===== src/rtl/uart_reg_loader.sv =====
// uart_reg_loader
// Turns a stream of received UART bytes into register-file writes during
// program/data load. Each frame is one header byte followed by four data
// bytes, most significant byte first. Each complete frame produces exactly one
// write cycle, using the UART_write_enable / distinct toggle handshake. A
// header with bit 7 set is the terminator. After it, the block ignores all
// input until reset.
//
// Parameters
//   TIMEOUT_CYCLES : idle cycles allowed while a frame is partly received
//                    (0 disables the timeout)
//   COUNT_W        : width of word_count
//
// Ports
//   CLK               : system clock, rising edge
//   reset             : asynchronous active-low reset
//   rx_data           : received byte, valid with rx_valid
//   rx_valid          : one-cycle strobe per received byte
//   UART_write_enable : one-cycle register-file write request
//   rw                : destination register index
//   write_data        : assembled 32-bit word
//   distinct          : write tag, toggles once per issued write
//   busy              : frame partially received or being written
//   load_done         : sticky, terminator seen
//   frame_error       : sticky, a frame was aborted by timeout
//   word_count        : words written since reset, wraps

module uart_reg_loader #(
    parameter int unsigned TIMEOUT_CYCLES = 1000000,
    parameter int unsigned COUNT_W        = 8
) (
    input  logic               CLK,
    input  logic               reset,
    input  logic [7:0]         rx_data,
    input  logic               rx_valid,
    output logic               UART_write_enable,
    output logic [4:0]         rw,
    output logic [31:0]        write_data,
    output logic               distinct,
    output logic               busy,
    output logic               load_done,
    output logic               frame_error,
    output logic [COUNT_W-1:0] word_count
);

    localparam logic [1:0] StIdle  = 2'd0;
    localparam logic [1:0] StData  = 2'd1;
    localparam logic [1:0] StWrite = 2'd2;
    localparam logic [1:0] StDone  = 2'd3;

    localparam logic [31:0] TimeoutLimit = 32'(TIMEOUT_CYCLES);

    logic [1:0]         state_q, state_d;
    logic [4:0]         rw_q, rw_d;
    logic [31:0]        wdata_q, wdata_d;
    logic [1:0]         idx_q, idx_d;
    logic [31:0]        tmo_q, tmo_d;
    logic               dist_q, dist_d;
    logic               done_q, done_d;
    logic               ferr_q, ferr_d;
    logic [COUNT_W-1:0] cnt_q, cnt_d;

    always_comb begin
        state_d = state_q;
        rw_d    = rw_q;
        wdata_d = wdata_q;
        idx_d   = idx_q;
        tmo_d   = tmo_q;
        dist_d  = dist_q;
        done_d  = done_q;
        ferr_d  = ferr_q;
        cnt_d   = cnt_q;

        unique case (state_q)
            // WRITE lasts one cycle and then behaves like IDLE. A header that
            // arrives in the write cycle is therefore accepted without loss.
            StIdle, StWrite: begin
                if (state_q == StWrite) begin
                    cnt_d = cnt_q + COUNT_W'(1);
                end
                state_d = StIdle;
                if (rx_valid) begin
                    if (rx_data[7]) begin
                        state_d = StDone;
                        done_d  = 1'b1;
                    end else begin
                        rw_d    = rx_data[4:0];
                        idx_d   = 2'd0;
                        tmo_d   = 32'd0;
                        state_d = StData;
                    end
                end
            end

            StData: begin
                if (rx_valid) begin
                    wdata_d = {wdata_q[23:0], rx_data};
                    tmo_d   = 32'd0;
                    idx_d   = idx_q + 2'd1;
                    if (idx_q == 2'd3) begin
                        // Toggle the tag on the same edge that raises the
                        // write enable, so the two are presented together.
                        state_d = StWrite;
                        dist_d  = ~dist_q;
                    end
                end else begin
                    tmo_d = tmo_q + 32'd1;
                    // Abort the frame. rw/write_data keep what they hold,
                    // and no write is issued.
                    if ((TimeoutLimit != 32'd0) && (tmo_d == TimeoutLimit)) begin
                        state_d = StIdle;
                        ferr_d  = 1'b1;
                    end
                end
            end

            StDone: begin
                state_d = StDone;
            end

            default: begin
                state_d = StIdle;
            end
        endcase
    end

    always_ff @(posedge CLK or negedge reset) begin
        if (!reset) begin
            state_q <= StIdle;
            rw_q    <= 5'd0;
            wdata_q <= 32'd0;
            idx_q   <= 2'd0;
            tmo_q   <= 32'd0;
            // The register file's tag buffer resets to 1. Matching it means
            // no write is pending after reset.
            dist_q  <= 1'b1;
            done_q  <= 1'b0;
            ferr_q  <= 1'b0;
            cnt_q   <= '0;
        end else begin
            state_q <= state_d;
            rw_q    <= rw_d;
            wdata_q <= wdata_d;
            idx_q   <= idx_d;
            tmo_q   <= tmo_d;
            dist_q  <= dist_d;
            done_q  <= done_d;
            ferr_q  <= ferr_d;
            cnt_q   <= cnt_d;
        end
    end

    assign UART_write_enable = (state_q == StWrite);
    assign busy              = (state_q == StData) || (state_q == StWrite);
    assign rw                = rw_q;
    assign write_data        = wdata_q;
    assign distinct          = dist_q;
    assign load_done         = done_q;
    assign frame_error       = ferr_q;
    assign word_count        = cnt_q;

endmodule


===== config.mk =====
export PLATFORM = sky130hd
export DESIGN_NAME = uart_reg_loader
export DESIGN_NICKNAME = d
export VERILOG_FILES = /design/src/rtl/uart_reg_loader.sv
export SDC_FILE = /design/constraint.sdc
export NUM_CORES = 1
export LEC_CHECK = 0
export CORE_AREA = 2 2 89 91
export CTS_CLUSTER_DIAMETER = 50
export CTS_CLUSTER_SIZE = 30
export DETAILED_ROUTE_END_ITERATION = 10
export DIE_AREA = 0 0 91 93
export DONT_BUFFER_PORTS = 1
export PLACE_DENSITY = 0.74
export SLEW_MARGIN = 20
export SYNTH_ARGS = -nofsm -noshare
export SYNTH_HDL_FRONTEND = slang
export SYNTH_SLANG_ARGS = --single-unit

===== constraint.sdc =====
create_clock -name CLK -period 3.3 [get_ports CLK]
set_input_delay 0.66 -clock CLK [delete_from_list [all_inputs] [get_ports CLK]]
set_output_delay 0.66 -clock CLK [all_outputs]
set_load 0.05 [all_outputs]

==> impl_results.rst, run 1 <==
.. list-table::
   :header-rows: 1

   * - Metric
     - Value
   * - Most common cell after layout, fill and taps aside
     - dfrtp_1
   * - Unrepaired setup endpoints after global routing
     - no
   * - Fraction of registers with async set or reset after synthesis
     - 100%
   * - Biggest fanout along the worst timing path
     - 12
   * - Main combinational cell family by area after synthesis
     - simple AND/OR/NAND/NOR gates
   * - Number of routed nets with antenna violations
     - 0
   * - Data required time at the worst endpoint
     - between 3000 and 4000 ps
   * - Minimum clock period
     - between 3000 and 4000 ps
   * - Part of the cycle the worst path needs
     - between 90% and 100%
   * - Hold WS
     - ~130 ps
   * - Die outline width
     - 91 microns
   * - Final Core Density
     - a little over three fifths
   * - Gate power share
     - a little under a quarter
   * - First-pass detailed-route iteration total
     - 4
   * - Number of antenna violations at the first check in global routing
     - 0
   * - Yosys top cell area share
     - between 40% and 50%
   * - Clock tree from TritonCTS
     - done
   * - Most frequent cells in the layout
     - 83 x dfrtp_1, 45 x o21ai_0, 39 x mux2_2
   * - Placer's final routability congestion estimate
     - roughly 0.9
   * - Adder-cell share of the synthesized area
     - about 2.3%
   * - Iteration-0 DRC Markers
     - 203
   * - Die ar.
     - about 0.0085 sq mm
   * - Number of CTS-inserted buffers
     - 9
   * - Total via count in the routed design
     - ~3300
   * - Cell taking the most area after synthesis
     - dfrtp_1
   * - Final number of max-transition violations
     - 0
   * - Final hold violation count
     - 0
   * - Arrival time of the worst setup path
     - around 3300 ps
   * - Tightest slew margin relative to the limit
     - 60.2%
   * - Core box area
     - about 0.0075 sq mm
   * - Post-synth EDFFs
     - 0
   * - Number of setup buffers added after CTS
     - 0
   * - Number of clock sinks seen by CTS
     - 84
   * - Maximum number of pins on one net before global-route repair
     - 84
   * - DRC viols
     - 0
   * - Final setup violating endpoints
     - 0
   * - Die Ht
     - just over 90 microns
   * - Proportion of synthesized chip area in sequential cells
     - a little under half
   * - Worst IR Drop VDD
     - about 0.35 mV
   * - Leakage
     - roughly 0.0021 uW
   * - Deepest level of the CTS H-tree
     - 3
   * - Primary flip-flop cell chosen by synthesis mapping
     - dfrtp_1
   * - Root buf cell
     - clkbuf_8
   * - Placed wire-length estimate
     - about 6000 microns
   * - Synthesis warning total
     - 0
   * - Internal portion of total power
     - slightly above 2000 uW
   * - Setup crit start kind
     - register
   * - Number of I/O pins
     - 61
   * - First-pass GRT wire length
     - 15100 microns
   * - Type of the tightest min-delay check
     - in2async
   * - Count of different cell masters after synthesis
     - 58
   * - Net count of the mapped netlist
     - ~450
   * - Sw Share
     - 51.6%
   * - XOR/XNOR Fraction of Synth Area
     - roughly 3.6%
   * - Total gr overflow
     - 0
   * - Inst Count DP
     - 513
   * - Area fraction in and, or, nand and nor cells after synthesis
     - 17.4%
   * - Average wire per standard cell
     - between 15 and 20 microns
   * - Switching power total
     - 2170 uW
   * - Setup CP Type
     - reg2reg
   * - Cell row count
     - 32
   * - Final standard cell count with taps included and fillers excluded
     - 530
   * - Maximum clock skew at final layout
     - ~8 ps
   * - Vias per Instance
     - 6.14
   * - Power density normalized to cell area
     - slightly below 900 mW/mm^2
   * - Via count of the first global-routing pass
     - around 3000
   * - Synthesized flop and latch total
     - 84
   * - Buffer depth of the longest clock path
     - 2
   * - Starting density of the core
     - 58.5%
   * - Fmax
     - approximately 0.32 GHz
   * - Instance count of the mapped netlist
     - between 400 and 500
   * - Clk Latency, worst-skew pair
     - about 360 ps
   * - I/O Buffers
     - 0
   * - Max-cap violation count
     - 0
   * - Share of final-layout standard cells stronger than drive strength 1
     - between 20% and 30%
   * - Syn Std Cell Area
     - 0.00440 sq mm
   * - Clock-pin slew on the worst setup and hold paths
     - roughly 90 ps
   * - Kind of capture point of the worst setup path
     - register
   * - Area grow syn2layout
     - 7.19%
   * - Post-route setup TNS
     - 0 ps
   * - Share of cell area taken by muxes after synthesis
     - between 10% and 20%
   * - Part of the power in registers
     - 60.3%
   * - Share of the synthesized area in compound gates (AO/OA/AOI/OAI)
     - between 10% and 20%
   * - Gr usage total
     - a little under a quarter
   * - WL final
     - about 9200 microns
   * - Run status
     - finished clean
   * - Total Nets Final
     - ~440
   * - Most area-consuming cells after synthesis
     - dfrtp_1 47%, mux2_2 10%, o21ai_0 5.1%, nand2_1 3.1%, nor2_1 2.5%
   * - Transition time of the tightest slew-check pin
     - approximately 600 ps
   * - Number of antenna cells inserted
     - 0
   * - Clock power share
     - between 10% and 20%
   * - Post-Synthesis Mean Instance Area
     - slightly above 10 sq um
## state kept, by name, summed over array words and instances, names as in the netlist
signal / flops
distinct: 1
frame_error: 1
idx_q: 2
load_done: 1
rw: 5
state_q: 2
tmo_q: 32
word_count: 8
write_data: 32
## power groups by stage
stage | clock network, uW | logic, uW | registers, uW
final | 688 | 981 | 2530
after global routing | 757 | 1080 | 2570
after CTS | 707 | 985 | 2520
after detailed placement | 0 | 954 | 2550
after global placement | 0 | 915 | 2520
after floorplan | 0 | 777 | 2460
## final cells by class
class | instances | area (sq um)
Clock buffer | 9 | 124
Clock inverter | 7 | 58.8
Fill cell | 611 | 2810
Inverter | 7 | 26.3
Multi-Input combinational cell | 308 | 2160
Sequential cell | 84 | 2100
Tap cell | 102 | 128
Timing Repair Buffer | 13 | 118
## cell usage after synthesis (4+ instances only)
master / count
dfrtp_1: 83
o21ai_0: 45
mux2_2: 39
nand2_1: 36
nor2_1: 29
a21oi_1: 18
clkbuf_1: 15
nand4_1: 15
nand3_1: 11
xnor2_1: 10
a31oi_1: 9
ha_1: 8
o31ai_1: 8
xor2_1: 8
inv_1: 7
nor3_1: 7
and3_1: 6
nor4_1: 5
buf_1: 4
buf_2: 4
mux2i_1: 4
## final timing paths
path / start / endpoint / slack, ps / depth (start not counted)
max: tmo_q[4] / state_q[1] / 210 / 8
min in group CLK: rx_valid / distinct / 420 / 2
min: reset / distinct / 130 / 0
min reg2reg: tmo_q[15] / tmo_q[15] / 540 / 1
max reg2reg: tmo_q[4] / state_q[1] / 210 / 8
max in group asynchronous: reset / tmo_q[8] / 2790 / 1
## cells by family (layout without fill, tap and decap cells)
group	count (synthesis)	in the layout
xor gates and xnor gates	18	18
adders and majority gates	8	8
and+or+nand+nor	136	136
buffers and inverters	34	36
DFF	84	84
AOI/OAI and AO/OA	102	102
muxes	44	44
## routing by layer
layer  wire (microns)  vias up  GRT usage [%]
met1             4100     1612           29.6
met3              560       13           6.85
met4              135        0           7.83
met5                0        -              0
li1                 -     1537              -
met2             4360       91           36.0
## timing repair
action,4_1_cts,5_1_grt
hold buffers,1,0
hold endpoints to repair,83,0
endpoints found under the setup margin,0,1
gates resized for setup,0,1
## critical path, cell delays in order (launching register included)
cell and delay, ps:
dfrtp_1 540, nand4_2 390, nor4_4 600, nand2_1 190, nor2_1 290, mux2i_1 220, a2111oi_4 300, nand2_2 100
a311o_1 350
## metrics by stage
stage	setup slack, ps	power [uW]	area (sq um)
2_1_floorplan	525	3230	4400
3_3_place_gp	350	3440	4500
3_5_place_dp	191	3500	4500
4_1_cts	171	4220	4710
5_1_grt	17.7	4400	4720
6_report	211	4200	4720
Power figures use the tool's default switching activity.
==> run 2, diff against run 1 <==
BUFFER_PORTS_ARGS = -buffer_cell sky130_fd_sc_hd__buf_2   (was default)
CORE_AREA = 2 2 91 93   (was 2 2 89 91)
CTS_CLUSTER_DIAMETER = 60   (was 50)
DIE_AREA = 0 0 93 95   (was 0 0 91 93)
DONT_BUFFER_PORTS = default   (was 1)
PLACE_DENSITY = 0.78   (was 0.74)
==> impl_results.rst, run 2 (synthesis results as in run 1) <==
.. list-table::
   :header-rows: 1

   * - Metric
     - Value
   * - Run status
     - finished clean
   * - Final number of max-transition violations
     - 0 (unchanged)
   * - Number of antenna violations at the first check in global routing
     - 0 (unchanged)
   * - Share of final-layout standard cells stronger than drive strength 1
     - 29.7% (+8.9 points)
   * - Transition time of the tightest slew-check pin
     - 732 ps (+136 ps)
   * - Arrival time of the worst setup path
     - 3310 ps (-30 ps)
   * - Minimum clock period
     - 3050 ps (-39.5 ps)
   * - Buffer depth of the longest clock path
     - 2 (unchanged)
   * - Root buf cell
     - clkbuf_8
   * - DRC viols
     - 0 (unchanged)
   * - WL final
     - 9110 microns (-0.52%)
   * - Total via count in the routed design
     - 3418 (+5.1%)
   * - Area grow syn2layout
     - 13.2%
   * - Number of CTS-inserted buffers
     - 9 (unchanged)
   * - Met2 track demand over resource in global routing
     - 36.5% (+0.49 points)
   * - Unrepaired setup endpoints after global routing
     - no
   * - Number of antenna cells inserted
     - 0 (unchanged)
   * - Placement Setup Slack
     - 249 ps (+58.4 ps)
   * - Stage delay of the slowest cell on the critical path
     - 550 ps (-50 ps)
   * - Final setup violating endpoints
     - 0 (unchanged)
   * - I/O Buffers
     - 60 (+60)
   * - Via count of the first global-routing pass
     - 3228 (+5.6%)
   * - Power density normalized to cell area
     - 899 mW/mm^2 (+1.0%)
   * - R2r worst-path depth
     - 8 (unchanged)
   * - WP buf/inv
     - 0 (unchanged)
   * - Part of the cycle the worst path needs
     - 92.4% (-1.2 points)
   * - Post-route setup TNS
     - 0 ps (unchanged)
   * - Inst Count DP
     - 571 (+11%)
   * - Biggest fanout along the worst timing path
     - 12 (unchanged)
   * - Leakage
     - 0.00227 uW (+11%)
   * - Final standard cell count with taps included and fillers excluded
     - 587 (+11%)
   * - Critical-path top delay cell
     - or4_4
   * - Most frequent cells in the layout
     - 83 x dfrtp_1, 59 x buf_2, 45 x o21ai_0
   * - Total Nets Final
     - 496 (+12%)
   * - Deepest level of the CTS H-tree
     - 3 (unchanged)
   * - Worst IR Drop VDD
     - 0.363 mV (+5.0%)
   * - Die ar.
     - 0.00884 sq mm (+4.4%)
   * - GR Layer Usage met3
     - 4.07% (-2.8 points)
   * - Starting density of the core
     - 55.5% (-3.0 points)
   * - Max-cap violation count
     - 0 (unchanged)
   * - Setup crit start kind
     - register
   * - First-pass detailed-route iteration total
     - 4 (unchanged)
   * - Type of the tightest min-delay check
     - in2async
   * - Clock-pin slew on the worst setup and hold paths
     - 90 ps (about the same)
   * - Total chip power
     - 4480 uW (+6.7%)
   * - Total gr overflow
     - 0 (unchanged)
   * - Number of routed nets with antenna violations
     - 0 (unchanged)
   * - Clock tree from TritonCTS
     - done
   * - Die outline width
     - 93 microns (+2.2%)
   * - Iteration-0 DRC Markers
     - 193 (-4.9%)
   * - Gr usage total
     - 21.5% (-1.1 points)
   * - Most common cell after layout, fill and taps aside
     - dfrtp_1
   * - Critical-path cell list
     - nand4_2 > or3_1 > nor2_1 > xor2_1 > or4_4 > nor4_4 > nand2_2 > a311o_1
   * - Number of I/O pins
     - 61 (unchanged)
   * - Maximum number of pins on one net before global-route repair
     - 85 (+1.2%)
   * - Setup CP Type
     - reg2reg
   * - Post-route worst setup slack
     - 250 ps (+39.5 ps)
   * - Register-to-register path setup slack
     - 250 ps (+40 ps)
   * - Met1 usage
     - 27.2% (-2.5 points)
   * - Placed wire-length estimate
     - 6210 microns (+2.9%)
   * - Global routing's busiest layer
     - met2
   * - Die Ht
     - 95 microns (+2.2%)
   * - Number of clock sinks seen by CTS
     - 84 (unchanged)
   * - Cell row count
     - 33 (+3.1%)
   * - First-pass GRT wire length
     - 14900 microns (-1.3%)
   * - Fmax
     - 0.328 GHz (+1.3%)
   * - Clk Latency, worst-skew pair
     - 360 ps (about the same)
   * - Vias per Instance
     - 5.82 (-5.1%)
   * - Maximum clock skew at final layout
     - 10.2 ps (+2.15 ps)
   * - Core box area
     - 0.00793 sq mm (+5.3%)
   * - Final Core Density
     - 62.9% (+0.16 points)
   * - Average wire per standard cell
     - 15.5 microns (-10%)
   * - Launching element of the worst setup path
     - tmo_q[4]
   * - Kind of capture point of the worst setup path
     - register
   * - Data required time at the worst endpoint
     - 3560 ps (about the same)
   * - Placer's final routability congestion estimate
     - 0.864 (-2.1%)
   * - Final hold violation count
     - 0 (unchanged)
   * - Tightest slew margin relative to the limit
     - 51.2% (-9.0 points)
   * - Family of cells with the greatest summed delay on the critical path
     - simple AND/OR/NAND/NOR gates
   * - Worst R2R End
     - state_q[1]
   * - Worst reg2reg startpoint
     - tmo_q[4]
run 2: how the worst max path moves through the flow:
stage                 end  slack [ps]  cells past startpoint
2_1_floorplan  state_q[1]         530                     10
3_3_place_gp   state_q[1]         390                      8
3_5_place_dp   state_q[1]         250                      8
4_1_cts        state_q[1]         230                      8
5_1_grt        state_q[1]           6                      8
6_report       state_q[1]         250                      8
run 2: area by class of cell:
cell class	instances	area, sq um
Clock buffer	10	128
Sequential cell	84	2100
Multi-Input combinational cell	308	2160
Timing Repair Buffer	67	359
Inverter	7	26.3
Clock inverter	6	71.3
Tap cell	105	131
Fill cell	661	2940
run 2: per-layer routing:
layer	share of wire, %	vias to the layer above
met5	0	-
met4	1.3	0
met3	5.3	10
met2	48	89
met1	45	1660
li1	-	1659
run 2: where the power goes:
part	leakage [uW]	total (uW)	internal [uW]	switching [uW]
Sequential	0.00108	1540	1320	220
Clock	0.0000935	748	357	392
Combinational	0.00110	2190	611	1580
Total	0.00227	4480	2290	2190
run 2: what timing repair did:
item | 4_1_cts | 5_1_grt
gates resized for setup | 0 | 2
endpoints found under the setup margin | 0 | 1
buffers inserted | 0 | 0
hold buffers | 0 | 0
run 2: metrics by stage:
step	cell area, sq um	hold slack, ps
3_5_place_dp	4770	456
2_1_floorplan	4400	364
5_1_grt	4980	397
3_3_place_gp	4770	454
4_1_cts	4970	473
6_report	4980	334
run 2: worst register-to-register path, cell delays in order, from the launching register on:
cell and delay, ps:
dfrtp_1 530, nand4_2 400, or3_1 530, nor2_1 170
xor2_1 100, or4_4 550, nor4_4 230, nand2_2 90
a311o_1 350
==> run 3, diff against run 2 <==
CORE_AREA = 2 2 116 118   (was 2 2 91 93)
DIE_AREA = 0 0 118 120   (was 0 0 93 95)
PLACE_DENSITY = 0.64   (was 0.78)
==> impl_results.rst, run 3 (synthesis results as in run 1) <==
.. list-table::
   :header-rows: 1

   * - Metric
     - Value
   * - Run status
     - finished clean
   * - Final setup violating endpoints
     - 0 (unchanged)
   * - Area taken by flip-flops and latches
     - 0.00210 sq mm (unchanged)
   * - Family of cells with the greatest summed delay on the critical path
     - simple AND/OR/NAND/NOR gates
   * - Unrepaired setup endpoints after global routing
     - no
   * - Starting density of the core
     - 33.9% (-22 points)
   * - Total via count in the routed design
     - 3383 (-1.0%)
   * - Inst Count DP
     - 643 (+13%)
   * - First-pass detailed-route iteration total
     - 4 (unchanged)
   * - Transition time of the tightest slew-check pin
     - 762 ps (+30.1 ps)
   * - Worst IR Drop VDD
     - 0.283 mV (-22%)
   * - Most common cell after layout, fill and taps aside
     - dfrtp_1
   * - Stage delay of the slowest cell on the critical path
     - 480 ps (-70 ps)
   * - Arrival time of the worst setup path
     - 3310 ps (about the same)
   * - Tightest slew margin relative to the limit
     - 49.2% (-2.0 points)
   * - Clock-pin slew on the worst setup and hold paths
     - 60 ps (-30 ps)
   * - Gr usage total
     - 14.2% (-7.2 points)
   * - Total Nets Final
     - 497 (+0.20%)
   * - Placement Setup Slack
     - 203 ps (-46.6 ps)
   * - Via count of the first global-routing pass
     - 3238 (+0.31%)
   * - Minimum clock period
     - 3090 ps (+43.2 ps)
   * - Share of final-layout standard cells stronger than drive strength 1
     - 29.8% (+0.15 points)
   * - Final hold violation count
     - 0 (unchanged)
   * - Post-route worst setup slack
     - 207 ps (-43.2 ps)
   * - Number of resized instances in the post-cts repair step
     - 0 (unchanged)
   * - Average wire per standard cell
     - 14.6 microns (-5.8%)
   * - I/O Buffers
     - 60 (unchanged)
   * - Part of the cycle the worst path needs
     - 93.7% (+1.3 points)
   * - Area grow syn2layout
     - 18.2%
   * - Vias per Instance
     - 5.13 (-12%)
   * - Die ar.
     - 0.0142 sq mm (+60%)
   * - Total gr overflow
     - 0 (unchanged)
   * - Post-route setup TNS
     - 0 ps (unchanged)
   * - DRC viols
     - 0 (unchanged)
   * - Number of filler instances in the final layout
     - 1269 (+92%)
   * - Placer's final routability congestion estimate
     - 0.770 (-11%)
   * - Final standard cell count with taps included and fillers excluded
     - 659 (+12%)
   * - Buffer depth of the longest clock path
     - 2 (unchanged)
   * - Clock tree from TritonCTS
     - done
   * - Number of routed nets with antenna violations
     - 0 (unchanged)
   * - Number of clock sinks seen by CTS
     - 84 (unchanged)
   * - Biggest fanout along the worst timing path
     - 10 (-2)
   * - Number of antenna cells inserted
     - 0 (unchanged)
   * - Final number of max-transition violations
     - 0 (unchanged)
   * - Most frequent cells in the layout
     - 83 x dfrtp_1, 59 x buf_2, 45 x o21ai_0
   * - Number of CTS-inserted buffers
     - 9 (unchanged)
   * - Root buf cell
     - clkbuf_16
   * - Leakage
     - 0.00234 uW (+3.1%)
   * - Fmax
     - 0.323 GHz (-1.4%)
   * - Post-CTS Hold Buffers
     - 0 (unchanged)
   * - Cell area after placement
     - 0.00487 sq mm (+2.0%)
   * - Layout Cell Area excl Fill
     - 0.00520 sq mm (+4.4%)
   * - Critical-path cell list
     - ha_1 > nand3_2 > nor4_4 > buf_4 > nand2_1 > nor2_1 > mux2i_1 > a2111oi_4 > nand2_2 > a311o_1
   * - Setup CP Type
     - reg2reg
   * - Maximum number of pins on one net before global-route repair
     - 85 (unchanged)
   * - Critical-path top delay cell
     - dfrtp_1
   * - Die Ht
     - 120 microns (+26%)
   * - Number of I/O pins
     - 61 (unchanged)
   * - Deepest level of the CTS H-tree
     - 3 (unchanged)
   * - Core box area
     - 0.0130 sq mm (+64%)
   * - Die outline width
     - 118 microns (+27%)
   * - Data required time at the worst endpoint
     - 3520 ps (-40 ps)
   * - WL final
     - 9630 microns (+5.7%)
   * - First-pass GRT wire length
     - 16400 microns (+9.8%)
   * - Area of combinational cells with multiple inputs
     - 0.00216 sq mm (-0.12%)
   * - Cell row count
     - 42 (+27%)
   * - Setup crit start kind
     - register
   * - Number of antenna violations at the first check in global routing
     - 0 (unchanged)
   * - Type of the tightest min-delay check
     - in2async
   * - Max-cap violation count
     - 0 (unchanged)
   * - WP buf/inv
     - 1 (+1)
   * - Clk Latency, worst-skew pair
     - 340 ps (-20 ps)
   * - Placed wire-length estimate
     - 6450 microns (+3.9%)
   * - Maximum clock skew at final layout
     - 3.33 ps (-6.85 ps)
   * - Kind of capture point of the worst setup path
     - register
   * - Power density normalized to cell area
     - 929 mW/mm^2 (+3.4%)
   * - Number of setup buffers added after CTS
     - 0 (unchanged)
   * - Iteration-0 DRC Markers
     - 287 (+49%)
==> run 3: cell types whose count changed in the layout (fill, tap and decap cells not counted), sizes merged <==
| cell | delta |
|---|---|
| clkinv | +2 |
| buf | +1 |
| bufinv | +1 |
| clkbuf | -1 |
| clkinvlp | -1 |
| inv | -1 |
==> run 3: path summary, 6_finish.rpt <==
path | start | end | slack, ps | depth (start not counted)
max reg2reg | tmo_q[0] | state_q[1] | 210 | 10
min | reset | word_count[3] | 380 | 1
max | tmo_q[0] | state_q[1] | 210 | 10
min reg2reg | word_count[7] | word_count[7] | 460 | 1
min in group CLK | word_count[7] | word_count[7] | 460 | 1
max in group asynchronous | reset | tmo_q[2] | 2410 | 1
==> run 3: where the power goes <==
part | switching (uW) | internal, uW | total, uW
clock network | 423 | 667 | 1090
registers | 224 | 1330 | 1550
logic | 1580 | 613 | 2190
total | 2230 | 2610 | 4830
==> run 3: routing by layer <==
| layer | global-route usage [%] | part of all wire (%) |
|---|---|---|
| met4 | 5.50 | 1.2 |
| met5 | 0 | 0 |
| met1 | 19.5 | 46 |
| met3 | 2.71 | 4.7 |
| met2 | 22.3 | 48 |
==> run 3: layout make-up <==
| type | instances | area share, % |
|---|---|---|
| Multi-Input combinational cell | 308 | 41.6 |
| Sequential cell | 84 | 40.4 |
| Timing Repair Buffer | 68 | 7.05 |
| Clock buffer | 9 | 4.33 |
| Tap cell | 176 | 4.23 |
| Clock inverter | 7 | 1.90 |
| Inverter | 7 | 0.505 |
==> run 3: stage by stage <==
stage	total power [uW]	hold WS, ps	utilization (%)
floorplan	3230	364	-
global placement	3730	453	37.5
detailed placement	3780	460	37.5
CTS	4890	473	40.0
global route	5090	446	40.1
finish	4830	379	40.1
